**src/rtl/full_adder_1bit_core.sv**
```systemverilog
// Single-bit full adder leaf cell.
// Provides a zero-latency combinational sum/carry path and a registered copy.
// The registered copy has an optional carry-feedback mode for LSB-first bit-serial addition.
module full_adder_1bit_core (
   input  logic a,
   input  logic b,
   input  logic cin,
   output logic sum,
   output logic cout,
   input  logic clk,
   input  logic rst_n,
   input  logic en,
   input  logic serial,
   input  logic clr,
   output logic sum_q,
   output logic cout_q,
   output logic valid_q
);

   logic w_en;
   logic w_serial;
   logic w_clr;
   logic w_cin_eff;
   logic w_sum;
   logic w_cout;

   logic r_carry;
   logic r_sum;
   logic r_valid;

   // Control inputs left open or unknown resolve to 0, like a pull-down; in hardware these are
   // plain wires.
   always_comb begin
      w_en     = (en === 1'b1);
      w_serial = (serial === 1'b1);
      w_clr    = (clr === 1'b1);
   end

   // Adder core, shared by the combinational outputs and the register stage.
   always_comb begin
      w_cin_eff = w_serial ? r_carry : cin;
      w_sum     = a ^ b ^ w_cin_eff;
      w_cout    = (a & b) | (a & w_cin_eff) | (b & w_cin_eff);
   end

   // Registered copy: clear has priority over capture, otherwise hold.
   always_ff @(posedge clk or negedge rst_n) begin
      if (!rst_n) begin
         r_carry <= 1'b0;
         r_sum   <= 1'b0;
         r_valid <= 1'b0;
      end else if (w_clr) begin
         r_carry <= 1'b0;
         r_sum   <= 1'b0;
         r_valid <= 1'b0;
      end else if (w_en) begin
         r_carry <= w_cout;
         r_sum   <= w_sum;
         r_valid <= 1'b1;
      end
   end

   assign sum     = w_sum;
   assign cout    = w_cout;
   assign sum_q   = r_sum;
   assign cout_q  = r_carry;
   assign valid_q = r_valid;

endmodule

```
**config.mk**
```make
export PLATFORM = sky130hd
export DESIGN_NAME = full_adder_1bit_core
export DESIGN_NICKNAME = d
export VERILOG_FILES = /design/src/rtl/full_adder_1bit_core.sv
export SDC_FILE = /design/constraint.sdc
export NUM_CORES = 1
export LEC_CHECK = 0
export ABC_AREA = 1
export BUFFER_PORTS_ARGS = -buffer_cell sky130_fd_sc_hd__buf_2
export CAP_MARGIN = 20
export CORE_AREA = 5 5 42 44
export DETAILED_ROUTE_END_ITERATION = 10
export DIE_AREA = 0 0 47 49
export PLACE_DENSITY = 0.41
export REMOVE_ABC_BUFFERS = 1
export SETUP_SLACK_MARGIN = 0.1
export SYNTH_ARGS = -nofsm -noshare
export SYNTH_HDL_FRONTEND = slang
export SYNTH_SLANG_ARGS = --single-unit
```
**constraint.sdc**
```tcl
create_clock -name clk -period 1.55 [get_ports clk]
set_input_delay 0.0775 -clock clk [delete_from_list [all_inputs] [get_ports clk]]
set_output_delay 0.0775 -clock clk [all_outputs]
set_load 0.1 [all_outputs]
```
==> results of run 1 <==
==> how the worst max path moves through the flow <==
stage,depth (start not counted),endpoint,startpoint
final,4,sum,cout_q
after global placement,4,sum,cout_q
after CTS,4,sum,cout_q
after global routing,4,sum,cout_q
after floorplan,5,sum_q,cout_q
after detailed placement,4,sum,cout_q
==> logic make-up after synthesis <==
family | Yosys count
compound gates | 1
buf+inv | 2
fa+ha+maj | 1
flops | 3
simple gates | 10
==> registers in the layout (all words and copies together), names as in the netlist <==
register and count:
sum_q 1, valid_q 1, cout_q 1
==> repair_timing <==
action / 4_1_cts / 5_1_grt
hold buffers: 1 / 0
hold endpoints to repair: 3 / 0
setup endpoints to repair: 2 / 2
setup buffers: 1 / 1
pin swaps: 1 / 1
resized for setup: 7 / 0
==> power groups by stage <==
stage                     registers, mW  logic [mW]  clock network (mW)
after floorplan                   0.131      0.0721                   0
after global placement           0.0885       0.159                   0
after detailed placement         0.0891       0.158                   0
final                            0.0879       0.177               0.139
after global routing             0.0886       0.185               0.165
after CTS                        0.0878       0.176               0.144
==> final cells by class <==
| cell class | count | area [um^2] | share of cell area (%) |
|---|---|---|---|
| Timing Repair Buffer | 15 | 115 | 36.2 |
| Sequential cell | 3 | 75.1 | 23.6 |
| Multi-Input combinational cell | 12 | 73.8 | 23.2 |
| Clock buffer | 4 | 26.3 | 8.27 |
| Tap cell | 16 | 20.0 | 6.30 |
| Inverter | 2 | 7.51 | 2.36 |
==> cells in the mapped netlist <==
library cell	n	share of area (%)
nand2_1	5	13
dfrtp_1	3	50
inv_1	2	5.0
nand3_1	2	6.7
nor2_1	2	5.0
fa_1	1	13
nor2_2	1	4.2
o21ai_0	1	3.3
==> cell usage in the layout, fill, tap and decap left out <==
master         count
nand2_1            5
clkbuf_1           1
buf_12             2
clkbuf_4           3
o21ai_2            1
dfrtp_1            3
nor2_1             2
buf_2             10
dlygate4sd3_1      1
nor2_2             1
nand3_1            2
buf_4              2
inv_1              2
fa_2               1
==> metrics by stage <==
| step | utilization (%) | TNS (ps) |
|---|---|---|
| 2_1_floorplan | - | -2790 |
| 5_1_grt | 22.7 | -98.3 |
| 6_report | 22.7 | -19.3 |
| 3_3_place_gp | 17.5 | 0 |
| 3_5_place_dp | 17.5 | 0 |
| 4_1_cts | 22.1 | -46.7 |
==> routing by layer <==
metal  GRT usage [%]  share of wire, %  up-vias
met2            5.43                29       17
li1                -                 -       92
met1            5.36                47       69
met4            5.53                 0        0
met3            8.12                24        0
met5               0                 0        -
==> results.sh, run 1 <==
export IMPL_outcome="finished with violations"
export IMPL_violations="setup timing"
export IMPL_internal_power_mw=0.235
export IMPL_grt_ovfl_total=0
export IMPL_cts_htree_levels=1
export IMPL_wirelength_um=452
export IMPL_dpl_cell_count=45
export IMPL_groute_usage_overall_pct=5.80
export IMPL_slowest_stage="fa_2"
export IMPL_wire_per_inst_um=8.69
export IMPL_detail_route_antenna_nets=0
export IMPL_globalplace_congestion=0.610
export IMPL_worst_slack_ps=-19.3
export IMPL_synthMuxAreaShare_pct=0
export IMPL_p_seq_share_pct=21.8
export IMPL_cts_buffers=3
export IMPL_rr_worst_depth=5
export IMPL_max_slew_margin_pct=66.9
export IMPL_n_fill_cell=164
export IMPL_cts_sinks=3
export IMPL_layout_drive_gt1_share_pct=55.6
export IMPL_ys_ff_latch=3
export IMPL_cts_tree="built"
export IMPL_worst_setup_path_type="reg2out"
export IMPL_skew_ps=1.63
export IMPL_core_area_mm2=0.00140
export IMPL_setup_violations=1
export IMPL_arrival_ps=1490
export IMPL_max_stage_delay_ps=570
export IMPL_final_area_um2=318
export IMPL_min_to="valid_q"
export IMPL_p_comb_share_pct=43.9
export IMPL_netSwitchingPower_mw=0.169
export IMPL_drv_slew=0
export IMPL_grt_pass1_vias=173
export IMPL_clk_path_buf_depth=2
export IMPL_portBuffers=12
export IMPL_die_h_um=49
export IMPL_num_nets_final=46
export IMPL_place_ws_ps=165
export IMPL_whs_ps=36.2
export IMPL_post_route_drc_count=0
export IMPL_fin_crit_ps=1570
export IMPL_grt_max_degree=5
export IMPL_cp_start_kind="register"
export IMPL_swShare_pct=41.8
export IMPL_initial_core_util_pct=10.7
export IMPL_timing_rr_start="cout_q"
export IMPL_grt_pass1_wl_um=800
export IMPL_pin_count=13
export IMPL_synth_compound_area_share_pct=3.33
export IMPL_drt_iter0_drc=2
export IMPL_area_delta_synth_final_pct=112
export IMPL_die_area_mm2=0.00230
export IMPL_worstPathCellList="nand2_1, o21ai_2, fa_2, buf_12"
export IMPL_insertion_delay_ps=230
export IMPL_ctsRootBufferMaster="clkbuf_4"
export IMPL_dieWidth_um=47
export IMPL_hp_class="in2reg"
export IMPL_hpwl_um=361
export IMPL_synth_top_family_by_area="simple AND/OR/NAND/NOR gates"
export IMPL_syn_cell_area_um2=150
export IMPL_path_max_fanout=2
export IMPL_p_clk_share_pct=34.4
export IMPL_fin_cells=52
export IMPL_synthAdderAreaFrac_pct=13.3
export IMPL_vias=178
export IMPL_maxCapViolCount=0
export IMPL_synth_xor_area_share_pct=0
export IMPL_yosysWarnings=0
export IMPL_syn_instance_count=17
export IMPL_hold_violations=0
export IMPL_synth_simple_area_share_pct=28.3
export IMPL_irDropWorstVdd_uv=271
export IMPL_fmax_ghz=0.637
export IMPL_timing_rr_end="sum_q"
export IMPL_antenna_found_initial=0
export IMPL_placed_cell_area_um2=245
export IMPL_path_buf_inv=1
export IMPL_power_per_cell_area_mw_per_mm2=1270
export IMPL_syn_avg_cell_area_um2=8.83
export IMPL_yosysUniqueCellTypes=8
export IMPL_p_leak_nw=0.173
export IMPL_power_total_mw=0.403
export IMPL_r2r_slack_ps=260
export IMPL_worstHoldStart="clr"
export IMPL_post_route_period_util_pct=101
export IMPL_antenna_cells=0
export IMPL_critical_path_top_delay_family="adder cells"
export IMPL_holdPathStages=2
export IMPL_via_per_inst=3.42
export IMPL_dr_pass1_iters=4
export IMPL_worstSetupEndpointType="output pin"
export IMPL_num_rows=14
export IMPL_worst_pin_slew_ps=501
export IMPL_rsz0062_at_grt="yes"
export IMPL_cp_required_ps=1470
export IMPL_ys_seq_area_share_pct=50.0
export IMPL_clk_pin_slew_ps=40
(Power assumes the default switching activity.)
==> run 2: changes to the inputs <==
Settings changed: SLEW_MARGIN from default to 20.
Clock period 1.55 ns to 1.5 ns, I/O delays scaled along.
==> run 2 against run 1 <==
- the run still ends with setup timing left
- clock power up 3%
- non-clock buffer count increased by 1
- count of clock-buffer cells in the layout unchanged
- die area stayed put
==> results.sh, run 2 (synthesis gave the netlist of run 1 again) <==
export IMPL_outcome="finished with violations"
export IMPL_violations="setup timing"
export IMPL_layout_drive_gt1_share_pct=56.8
export IMPL_n_fill_cell=163
export IMPL_final_cell_mix="buf_2, nand2_1, clkbuf_4, dfrtp_1, buf_4"
export IMPL_max_slew_margin_pct=66.9
export IMPL_grt_ovfl_total=0
export IMPL_maxCapViolCount=0
export IMPL_clk_pin_slew_ps=40
export IMPL_drv_slew=0
export IMPL_portBuffers=12
export IMPL_worstSetupEndpointType="output pin"
export IMPL_netSwitchingPower_mw=0.174
export IMPL_antenna_found_initial=0
export IMPL_fin_util_pct=23.2
export IMPL_cts_htree_levels=1
export IMPL_setup_violations=1
export IMPL_die_h_um=49
export IMPL_hp_class="in2reg"
export IMPL_groute_usage_overall_pct=5.80
export IMPL_via_per_inst=3.45
export IMPL_post_route_period_util_pct=104
export IMPL_path_max_fanout=2
export IMPL_area_delta_synth_final_pct=117
export IMPL_p_leak_nw=0.178
export IMPL_rsz0062_at_grt="yes"
export IMPL_worst_setup_path_type="reg2out"
export IMPL_drt_iter0_drc=2
export IMPL_vias=183
export IMPL_fin_crit_ps=1570
export IMPL_worst_pin_slew_ps=501
export IMPL_grt_pass1_vias=174
export IMPL_irDropWorstVdd_uv=280
export IMPL_fmax_ghz=0.639
export IMPL_power_per_cell_area_mw_per_mm2=1290
export IMPL_detail_route_antenna_nets=0
export IMPL_m1WireLength_um=210
export IMPL_cts_buffers=3
export IMPL_dr_pass1_iters=4
export IMPL_hold_violations=0
export IMPL_grt_pass1_wl_um=800
export IMPL_internal_power_mw=0.245
export IMPL_cts_tree="built"
export IMPL_num_nets_final=47
export IMPL_core_area_mm2=0.00140
export IMPL_cp_required_ps=1420
export IMPL_wire_per_inst_um=8.62
export IMPL_wirelength_um=457
export IMPL_final_common_cell="buf_2"
export IMPL_arrival_ps=1490
export IMPL_hpwl_um=361
export IMPL_worst_slack_ps=-65.0
export IMPL_p_clk_share_pct=34.1
export IMPL_route_met3_wl_um=110
export IMPL_post_route_drc_count=0
export IMPL_clk_path_buf_depth=2
export IMPL_final_seq_area_um2=75.1
export IMPL_insertion_delay_ps=230
export IMPL_p_seq_share_pct=21.6
export IMPL_die_area_mm2=0.00230
export IMPL_p_comb_share_pct=44.3
export IMPL_swShare_pct=41.6
export IMPL_grt_max_degree=5
export IMPL_top_layer_used="met3"
export IMPL_place_ws_ps=117
export IMPL_skew_ps=1.63
export IMPL_whs_ps=33.7
export IMPL_pin_count=13
export IMPL_dieWidth_um=47
export IMPL_antenna_cells=0
export IMPL_cts_sinks=3
export IMPL_initial_core_util_pct=10.7
export IMPL_ctsRootBufferMaster="clkbuf_4"
export IMPL_globalplace_congestion=0.610
export IMPL_num_rows=14
export IMPL_met2WireLength_um=136
export IMPL_multi_input_area_um2=73.8
export IMPL_cp_start_kind="register"
run 2: metrics by stage:
stage	total power, mW	cell area (um^2)	TNS, ps	std cells
final	0.420	325	-65.0	53
after global routing	0.457	325	-146	53
after CTS	0.425	318	-94.2	52
after detailed placement	0.256	245	0	45
after global placement	0.256	245	0	45
after floorplan	0.210	150	-2980	17
run 2: worst paths after layout:
path / start / end / slack [ps] / cells after the start
min reg2reg: valid_q / valid_q / 490 / 2
max in group asynchronous: rst_n / cout_q / 1230 / 2
min in group asynchronous: rst_n / sum_q / 160 / 2
max reg2reg: cout_q / sum_q / 210 / 5
min: clr / valid_q / 30 / 2
max: cout_q / sum / -70 / 4
run 2: what timing repair did:
item | in CTS | in global routing
hold buffers | 1 | 0
endpoints found under the hold margin | 3 | 0
resized for setup | 7 | 0
buffers inserted | 2 | 1
pin swaps | 1 | 1
endpoints found under the setup margin | 2 | 2
run 2: final cells by class:
class                      count  area share, %
clock buffer                   4           8.08
inverter                       2           2.31
multi-input combinational     12           22.7
sequential                     3           23.1
tap                           16           6.15
timing repair buffer          16           37.7
run 2: critical path, cell delays in order, from the launching register on:
cell and delay (ps):
dfrtp_1 380, nand2_1 80, o21ai_2 60, fa_2 570, buf_12 180
run 2: power by group through the flow:
stage | clock network [mW] | logic [mW] | registers (mW)
4_1_cts | 0.149 | 0.185 | 0.0908
5_1_grt | 0.171 | 0.195 | 0.0915
3_5_place_dp | 0 | 0.163 | 0.0920
6_report | 0.143 | 0.186 | 0.0908
2_1_floorplan | 0 | 0.0746 | 0.136
3_3_place_gp | 0 | 0.164 | 0.0914
run 2: per-layer routing:
metal  vias up  global-route usage [%]
li1         94                       -
met1        72                    5.36
met2        17                    5.43
met3         0                    8.12
met4         0                    5.53
met5         -                       0
==> run 3: changes to the inputs <==
Settings changed: CELL_PAD_IN_SITES_DETAIL_PLACEMENT from default to 1, CELL_PAD_IN_SITES_GLOBAL_PLACEMENT from default to 2, PLACE_DENSITY 0.41 to 0.61, REMOVE_ABC_BUFFERS 1 to default.
==> run 3 against run 2 <==
- the run still ends with setup timing left
- clock skew up 0.75 ps
- die area unchanged
- first-iteration DRC count up 50%
- count of clock-buffer cells in the layout unchanged
- wire length up 37%
- combinational power up 11%
- core utilization up 2.0 points
- hold slack worse by 2.6 ps
- flip-flop and latch count unchanged
- clock power up 5%
==> results.sh, run 3 (synthesis gave the netlist of run 1 again) <==
export IMPL_timing_rr_end="sum_q"
export IMPL_whs_ps=31.0
export IMPL_p_clk_share_pct=33.4
export IMPL_antenna_found_initial=0
export IMPL_cts_htree_levels=1
export IMPL_clk_path_buf_depth=2
export IMPL_fmax_ghz=0.609
export IMPL_arrival_ps=1570
export IMPL_ctsRootBufferMaster="clkbuf_4"
export IMPL_r2r_slack_ps=-20
export IMPL_num_rows=14
export IMPL_final_cell_mix="buf_2, nand2_1, clkbuf_4, buf_4"
export IMPL_globalplace_congestion=0.677
export IMPL_power_per_cell_area_mw_per_mm2=1270
export IMPL_initial_core_util_pct=10.7
export IMPL_placed_cell_area_um2=275
export IMPL_hpwl_um=487
export IMPL_p_leak_nw=0.185
export IMPL_cts_buffers=3
export IMPL_grt_max_degree=5
export IMPL_n_fill_cell=178
export IMPL_dieWidth_um=47
export IMPL_worstSetupEndpointType="output pin"
export IMPL_tns_ps=-162
export IMPL_violations="setup timing"
export IMPL_slowest_stage="fa_2"
export IMPL_detail_route_antenna_nets=0
export IMPL_worstPathCellList="nand2_2, o21ai_2, fa_2, buf_12"
export IMPL_rsz0062_at_grt="yes"
export IMPL_insertion_delay_ps=240
export IMPL_hp_class="in2reg"
export IMPL_drv_slew=0
export IMPL_fin_crit_ps=1640
export IMPL_core_area_mm2=0.00140
export IMPL_cp_start_kind="register"
export IMPL_netSwitchingPower_mw=0.188
export IMPL_irDropWorstVdd_uv=415
export IMPL_min_to="valid_q"
export IMPL_wire_per_inst_um=11.6
export IMPL_wirelength_um=627
export IMPL_setup_violations=2
export IMPL_internal_power_mw=0.260
export IMPL_cts_tree="built"
export IMPL_grt_pass1_vias=238
export IMPL_cp_required_ps=1420
export IMPL_dr_pass1_iters=2
export IMPL_die_h_um=49
export IMPL_area_delta_synth_final_pct=135
export IMPL_place_ws_ps=59.7
export IMPL_p_comb_share_pct=46.1
export IMPL_grt_ovfl_total=0
export IMPL_vias=197
export IMPL_worst_pin_slew_ps=492
export IMPL_drt_iter0_drc=3
export IMPL_grt_pass1_wl_um=959
export IMPL_portBuffers=12
export IMPL_antenna_cells=0
export IMPL_max_stage_delay_ps=570
export IMPL_path_max_fanout=2
export IMPL_cts_sinks=3
export IMPL_die_area_mm2=0.00230
export IMPL_outcome="finished with violations"
export IMPL_p_seq_share_pct=20.6
export IMPL_via_per_inst=3.65
export IMPL_worst_setup_path_type="reg2out"
export IMPL_rr_worst_depth=7
export IMPL_final_area_um2=353
export IMPL_worstHoldStart="clr"
export IMPL_worst_slack_ps=-143
export IMPL_timing_rr_start="cout_q"
export IMPL_swShare_pct=42.1
export IMPL_skew_ps=2.38
export IMPL_power_total_mw=0.448
export IMPL_final_common_cell="buf_2"
export IMPL_pin_count=13
export IMPL_hold_violations=0
export IMPL_maxCapViolCount=0
export IMPL_post_route_period_util_pct=110
export IMPL_synth_fp_nets=26
export IMPL_max_slew_margin_pct=67.4
export IMPL_clk_pin_slew_ps=40
export IMPL_holdPathStages=2
export IMPL_post_route_drc_count=0
export IMPL_num_nets_final=48
export IMPL_layout_drive_gt1_share_pct=68.4
export IMPL_groute_usage_overall_pct=6.28
run 3: cell types whose count changed in the layout (fill, tap and decap cells not counted), sizes merged:
| cell | delta |
|---|---|
| buf | +1 |
run 3: cell type report:
cell class                      count  area [um^2]  share of cell area, %
Timing Repair Buffer               17          134                   37.9
Tap cell                           16         20.0                   5.67
Sequential cell                     3         78.8                   22.3
Multi-Input combinational cell     12         86.3                   24.5
Inverter                            2         7.51                   2.13
Clock buffer                        4         26.3                   7.45
run 3: how the worst max path moves through the flow:
stage | endpoint | slack [ps] | cells after the start | startpoint
3_5_place_dp | sum | 60 | 4 | cout_q
4_1_cts | sum | -150 | 4 | cout_q
2_1_floorplan | sum_q | -430 | 5 | cout_q
6_report | sum | -140 | 4 | cout_q
3_3_place_gp | sum | 70 | 4 | cout_q
5_1_grt | sum | -180 | 4 | cout_q
run 3: power by group through the flow:
stage | sequential, mW | clock (mW) | combinational [mW]
4_1_cts | 0.0921 | 0.154 | 0.198
5_1_grt | 0.0929 | 0.163 | 0.215
2_1_floorplan | 0.137 | 0 | 0.0826
6_report | 0.0921 | 0.150 | 0.206
3_3_place_gp | 0.0925 | 0 | 0.173
3_5_place_dp | 0.0929 | 0 | 0.177
run 3: worst max-delay path: cells and delay by family (launching register included):
kind | cells | cell delay, ps
adders and majority gates | 1 | 570
AOI/OAI and AO/OA | 1 | 50
and+or+nand+nor | 1 | 60
buffers and inverters | 1 | 180
DFF | 1 | 470
run 3: through the flow:
step / util, % / std cells
floorplan: - / 17
global placement: 19.6 / 46
detailed placement: 19.6 / 46
CTS: 24.4 / 53
global route: 25.2 / 54
finish: 25.2 / 54
run 3: per-layer routing:
metal / global-route usage (%) / routed length [um]
met1: 5.97 / 236
met4: 4.15 / 13
met2: 8.82 / 265
met5: 0 / 0
met3: 5.17 / 112
run 3: repair_timing:
action	in CTS	in global routing
setup buffers	2	1
hold buffers	1	0
gates cloned	0	0
endpoints found under the hold margin	3	0
setup endpoints to repair	2	3
pin swaps	2	0
gates resized for setup	4	1
